$ cat src/rtl/operand_fetch.sv
// Operand fetch: register file, R-type decode to ALUop, and a registered operand slot.
// Latency 1 cycle from capture to out_valid; no skid, so instr_ready drops while a result is held.
module operand_fetch #(
  parameter int XLEN = 32,
  parameter int AW   = 5
) (
  input  logic            clk,
  input  logic            rst,
  input  logic            instr_valid,
  output logic            instr_ready,
  input  logic [31:0]     instr,
  input  logic            wb_en,
  input  logic [AW-1:0]   wb_addr,
  input  logic [XLEN-1:0] wb_data,
  output logic            out_valid,
  input  logic            out_ready,
  output logic [XLEN-1:0] rs1,
  output logic [XLEN-1:0] rs2,
  output logic [3:0]      ALUop,
  output logic [AW-1:0]   rd,
  output logic            illegal
);

  localparam int NREGS = 2 ** AW;

  logic [XLEN-1:0] regs_q [NREGS];

  logic            out_valid_q, out_valid_d;
  logic [XLEN-1:0] rs1_q, rs1_d;
  logic [XLEN-1:0] rs2_q, rs2_d;
  logic [3:0]      alu_op_q, alu_op_d;
  logic [AW-1:0]   rd_q, rd_d;
  logic            illegal_q, illegal_d;

  logic            capture;
  logic [6:0]      opcode;
  logic [2:0]      f3;
  logic [6:0]      f7;
  logic [AW-1:0]   rs1_idx, rs2_idx;
  logic [XLEN-1:0] rs1_rd, rs2_rd;
  logic [3:0]      dec_op;
  logic            dec_ill;

  assign instr_ready = !out_valid_q || out_ready;
  assign capture     = instr_valid && instr_ready;

  assign opcode  = instr[6:0];
  assign f3      = instr[14:12];
  assign f7      = instr[31:25];
  assign rs1_idx = instr[15 +: AW];
  assign rs2_idx = instr[20 +: AW];

  always_comb begin
    dec_op  = 4'b1111;
    dec_ill = 1'b1;
    if (opcode == 7'b0110011) begin
      dec_ill = 1'b0;
      unique case ({f7, f3})
        {7'b0000000, 3'b000}: dec_op = 4'b1001;
        {7'b0100000, 3'b000}: dec_op = 4'b0001;
        {7'b0000000, 3'b100}: dec_op = 4'b0010;
        {7'b0000000, 3'b110}: dec_op = 4'b0011;
        {7'b0000000, 3'b111}: dec_op = 4'b0100;
        {7'b0000000, 3'b001}: dec_op = 4'b0101;
        {7'b0000000, 3'b101}: dec_op = 4'b1101;
        default: begin
          dec_op  = 4'b1111;
          dec_ill = 1'b1;
        end
      endcase
    end
  end

  // Write-first read: a same-cycle write-back to a source register wins over the array.
  always_comb begin
    rs1_rd = '0;
    rs2_rd = '0;
    if (rs1_idx != '0)
      rs1_rd = (wb_en && (wb_addr == rs1_idx)) ? wb_data : regs_q[rs1_idx];
    if (rs2_idx != '0)
      rs2_rd = (wb_en && (wb_addr == rs2_idx)) ? wb_data : regs_q[rs2_idx];
  end

  always_comb begin
    out_valid_d = out_valid_q;
    rs1_d       = rs1_q;
    rs2_d       = rs2_q;
    alu_op_d    = alu_op_q;
    rd_d        = rd_q;
    illegal_d   = illegal_q;
    if (capture) begin
      out_valid_d = 1'b1;
      rs1_d       = rs1_rd;
      rs2_d       = rs2_rd;
      alu_op_d    = dec_op;
      rd_d        = instr[11:7];
      illegal_d   = dec_ill;
    end else if (out_ready) begin
      out_valid_d = 1'b0;
    end
  end

  always_ff @(posedge clk) begin
    if (rst) begin
      for (int i = 0; i < NREGS; i++) regs_q[i] <= '0;
    end else if (wb_en && (wb_addr != '0)) begin
      regs_q[wb_addr] <= wb_data;
    end
  end

  always_ff @(posedge clk) begin
    if (rst) begin
      out_valid_q <= 1'b0;
      rs1_q       <= '0;
      rs2_q       <= '0;
      alu_op_q    <= 4'b1111;
      rd_q        <= '0;
      illegal_q   <= 1'b0;
    end else begin
      out_valid_q <= out_valid_d;
      rs1_q       <= rs1_d;
      rs2_q       <= rs2_d;
      alu_op_q    <= alu_op_d;
      rd_q        <= rd_d;
      illegal_q   <= illegal_d;
    end
  end

  assign out_valid = out_valid_q;
  assign rs1       = rs1_q;
  assign rs2       = rs2_q;
  assign ALUop     = alu_op_q;
  assign rd        = rd_q;
  assign illegal   = illegal_q;

endmodule

$ cat config.mk
export PLATFORM = sky130hd
export DESIGN_NAME = operand_fetch
export DESIGN_NICKNAME = d
export VERILOG_FILES = /design/src/rtl/operand_fetch.sv
export SDC_FILE = /design/constraint.sdc
export NUM_CORES = 2
export LEC_CHECK = 0
export CAP_MARGIN = 20
export CORE_ASPECT_RATIO = 0.7
export CORE_MARGIN = 5
export CORE_UTILIZATION = 55
export CTS_BUF_LIST = sky130_fd_sc_hd__clkbuf_8 sky130_fd_sc_hd__clkbuf_16
export DETAILED_ROUTE_END_ITERATION = 8
export PLACE_DENSITY = 0.77
export SLEW_MARGIN = 10
export SYNTH_ARGS = -nofsm -noshare
export SYNTH_HDL_FRONTEND = slang
export SYNTH_SLANG_ARGS = --single-unit
$ cat constraint.sdc
create_clock -name clk -period 2.4 [get_ports clk]
set_input_delay 0.72 -clock clk [delete_from_list [all_inputs] [get_ports clk]]
set_output_delay 0.72 -clock clk [all_outputs]
set_load 0.005 [all_outputs]
* Word level (Yosys, flattened, before mapping) *
Memories as Yosys holds them, arrays and structs flattened.
Index checks and enable logic that the tools add are counted.
Widths: inputs -> output; s select.

cells by class
  add/sub/neg operators = 0
  multipliers = 0
  divide/modulo/power cells = 0
  $lt $le $gt $ge = 0
  eq/ne operators = 9
  shift-type cells = 0
  mux-type cells = 18
  bitwise logic cells = 0
  reduce and logical (&&, ||, !) cells = 13

operators by type and width
  kind                 count
  $mux 32              5
  $eq 10x3->1 const B  4
  $reduce_or 32->1     1
  $pmux 4 s7           1
  $reduce_bool 5->1    3
  $eq 10x1->1 const B  1
  $eq 10x9->1 const B  1
  $eq 5x5->1           2
  $logic_not 10->1     1
  $mux 1               10
  $eq 7x6->1 const B   1
  $reduce_or 7->1      1
  $mux 5               1
  $logic_and 1x1->1    4
  $mux 4               1
  $reduce_bool 2->1    1
  $logic_not 1->1      1
  $logic_or 1x1->1     1

storage, ports and cells
  bits in registers = 75
  bits in latches = 0
  RAM bits = 1024
  bits in read-only memories = 0
  bits of input ports = 74
  output and inout bits = 76
  logic and storage cells = 47
  memories = 1

memories
  memory  depth  width  rd ports  clocked after memory_dff  wr ports  line  RTL
  regs_q  32     32     2         0                         32        26    logic [XLEN-1:0] regs_q [NREGS];

* Longest topological paths before layout *
  word-level depth = 7
  gate-level depth with buffers = 10
  mapped depth without buffers = 5

* Worst setup path after synthesis *
Ideal clock, no wire load.

  path type = input port to flip-flop
  from = in wb_addr[2]
  to = mem regs_q[10][0], enable pin
  library setup time = 375 ps
  data arrival time = 2103 ps
  required time = 2025 ps
  slack = -78 ps
  stages on the path = 4
  path buffers = 1
  cells stage by stage = buf_2 -> or3b_2 -> nor2_1 -> or2_2

RTL lines
  item             line  RTL
  start, declared  13    input logic [AW-1:0] wb_addr,
  end, declared    26

==> out/qor.yml <==
global_routing:
  grt_pass1_wl_mm: 251
  grt-ovfl-total: 0
  track_usage: 0.306
  grt_max_degree: 35
  first_global_vias: 37507
  antenna_found_initial: 3
yosys:
  synth_top_area_frac: 0.533
  synthCells: 3804
  synth.most_common_cell: "edfxtp_1"
  synth_ff_type: "edfxtp_1"
  ys_seq_area_frac: 0.559
  yosys.area.top_type: "edfxtp_1"
  synthArstFlopShare: 0
  yosys-top-cells-area: "edfxtp_1 (53%), mux4_2 (20%), and2_1 (11%)"
  syn_area_mm2: 0.0577
  syn_avg_cell_area_um2: 15.2
  yosysWarnings: 0
  synth-seq-cells: 1099
  synth_edf_count: 1024
  synth_common_cells: "edfxtp_1 (1024), and2_1 (995), mux4_2 (512)"
  synth_cell_types: 48
sta:
  holdWs_ns: 0.286
  post-route-min-period_ns: 2.43
  fin_ws_ns: -0.0328
  period_share: 1.01
  setup_viol: 38
  max_freq_ghz: 0.411
  worst_slew_pin_slew_ns: 1.08
  hold_violations: 0
  clock_skew_ns: 0.0292
  drv_slew: 0
  max_slew_margin: 0.281
  setup_tns_ns: -0.503
  rsz0062_at_grt: "no"
clock_network:
  cts_buffer_depth: 3
  clkTransAtPathRegs_ns: 0.07
  cts_made_buffers: 102
  cts_tree: "done"
  cts.hold.buffers_added: 0
  htreeDepth: 3
  cts_sinks: 1099
  clk-insertion-delay-late_ns: 0.72
  cts-root-buf: "clkbuf_16"
setup_path:
  crit_path_end_kind: "flip-flop"
  rr_worst_depth: 6
  startpoint_type: "input pin"
  r2r_slack_ns: 0.37
  cp.required_ns: 2.96
  rr_endpoint: "rs1[18]$_SDFFE_PP0P_"
  startpoint: "wb_en"
  regToRegStartpoint: "out_valid$_SDFFE_PP0P_"
  cp.arrival_ns: 3.00
  crit_fanout: 32
  critPathKind: "input pin to flip-flop"
finish:
  final_nets: 4209
  synthToLayoutAreaGrowth_pct: 17.8
  layout-drive-gt1-share: 0.305
  fin_util: 0.652
route:
  ant_nets: 0
  drt-vias-per-instance: 6.67
  wl_mm: 170
  drt_iter0_drc: 5333
  firstDrtPassIters: 7
  wire_per_inst_um: 30.1
  vias: 37586
  drc_errors: 0
floorplan:
  core_area_mm2: 0.104
  rows: 99
  floorplan.initialDensity: 0.554
  die_h_um: 281
  ios: 150
  die_w_um: 397
  dieArea_mm2: 0.112
status:
  violations: "setup timing"
  status: "finished with violations"
worst_hold_path:
  hold_class: "input pin to flip-flop"
  whs_endpoint: "out_valid$_SDFFE_PP0P_"
  hold_depth: 2
  min-delay-start: "rst"
pwr:
  p_leak_nw: 24.4
  power_density_mw_per_mm2: 664
  peakVddDrop_mv: 0.653
job:
  drv_cap: 0
place:
  globalplace.congestion: 0.906
  hpwl_mm: 114
  io_buffers: 149
## power breakdown
group	internal (mW)	switching, mW	total (mW)
Sequential	22.0	0.703	22.7
Combinational	3.06	3.06	6.11
Clock	8.93	7.32	16.3
## layout by cell type, fill, tap and decap left out, drive strengths merged, types with 69 or more instances in the layout
cell type,netlist,routed
a32oi,113,113
nand2b,69,69
mux2i,146,146
and2,995,995
mux4,512,512
clkbuf,267,109
nand2,112,112
edfxtp,1024,1024
dfxtp,75,75
clkdlybuf4s50,0,124
buf,146,467
## routing by layer
metal | GRT usage | vias up | wire (µm)
li1 | - | 15294 | -
met4 | 0.0889 | 2 | 5600
met1 | 0.444 | 19165 | 65100
met3 | 0.0970 | 374 | 23700
met5 | 0 | - | 10
met2 | 0.451 | 2751 | 75100
## critical path: stages
cell and delay (ns):
clkdlybuf4s50_1 0.59, nor2b_1 0.23, nand3_1 0.29, buf_4 0.31, nor2_2 0.13, buf_4 0.50
and2_1 0.21
## registers in the layout, indices dropped and copies added (netlist names)
signal and cells:
ALUop 4, illegal 1, regs_q 1024, rs1 32
out_valid 1, rd 5, rs2 32
## worst max path at each step
stage,cells past startpoint,end
after global routing,1,rs2[31]
after floorplan,5,regs_q[15][0]$_SDFFCE_PN0P_
after global placement,7,regs_q[23][17]$_SDFFCE_PN0P_
after detailed placement,7,regs_q[31][15]$_SDFFCE_PN0P_
after CTS,1,rs1[17]
final,7,regs_q[31][23]$_SDFFCE_PN0P_
## through the flow
step                area, µm²  power, mW  worst slack (ns)  std cells
finish                  68000       45.1           -0.0328       5635
global route            68000       46.3           0.00103       5632
CTS                     67900       45.1         0.0000341       5630
detailed placement      64500       29.1            -0.630       5444
global placement        64500       28.9            -0.464       5444
floorplan               57900       26.2            0.0183       3835
## what timing repair did
item / in CTS / in global routing
setup endpoints to repair: 33 / 19
gates resized for setup: 49 / 19
setup buffers: 0 / 0
## kinds of logic (layout without fill, tap and decap cells)
| family | Yosys count | count (layout) | share of synthesized area |
|---|---|---|---|
| AOI/OAI and AO/OA | 257 | 257 | 0.0348 |
| muxes | 705 | 705 | 0.234 |
| buffers and inverters | 415 | 797 | 0.0339 |
| xor gates and xnor gates | 11 | 11 | 0.00167 |
| and+or+nand+nor | 1316 | 1316 | 0.136 |
| other | 1 | 36 | 0.0000650 |
| DFF | 1099 | 1099 | 0.559 |
## layout make-up
cell class	count	area, µm²
fill	7134	36200
sequential	1099	32300
multi-input combinational	2321	23800
timing repair buffer	609	6780
clock buffer	109	2690
tap	1414	1770
clock inverter	77	582
antenna	4	10.0
inverter	2	7.51
Power figures use the tool's default switching activity.
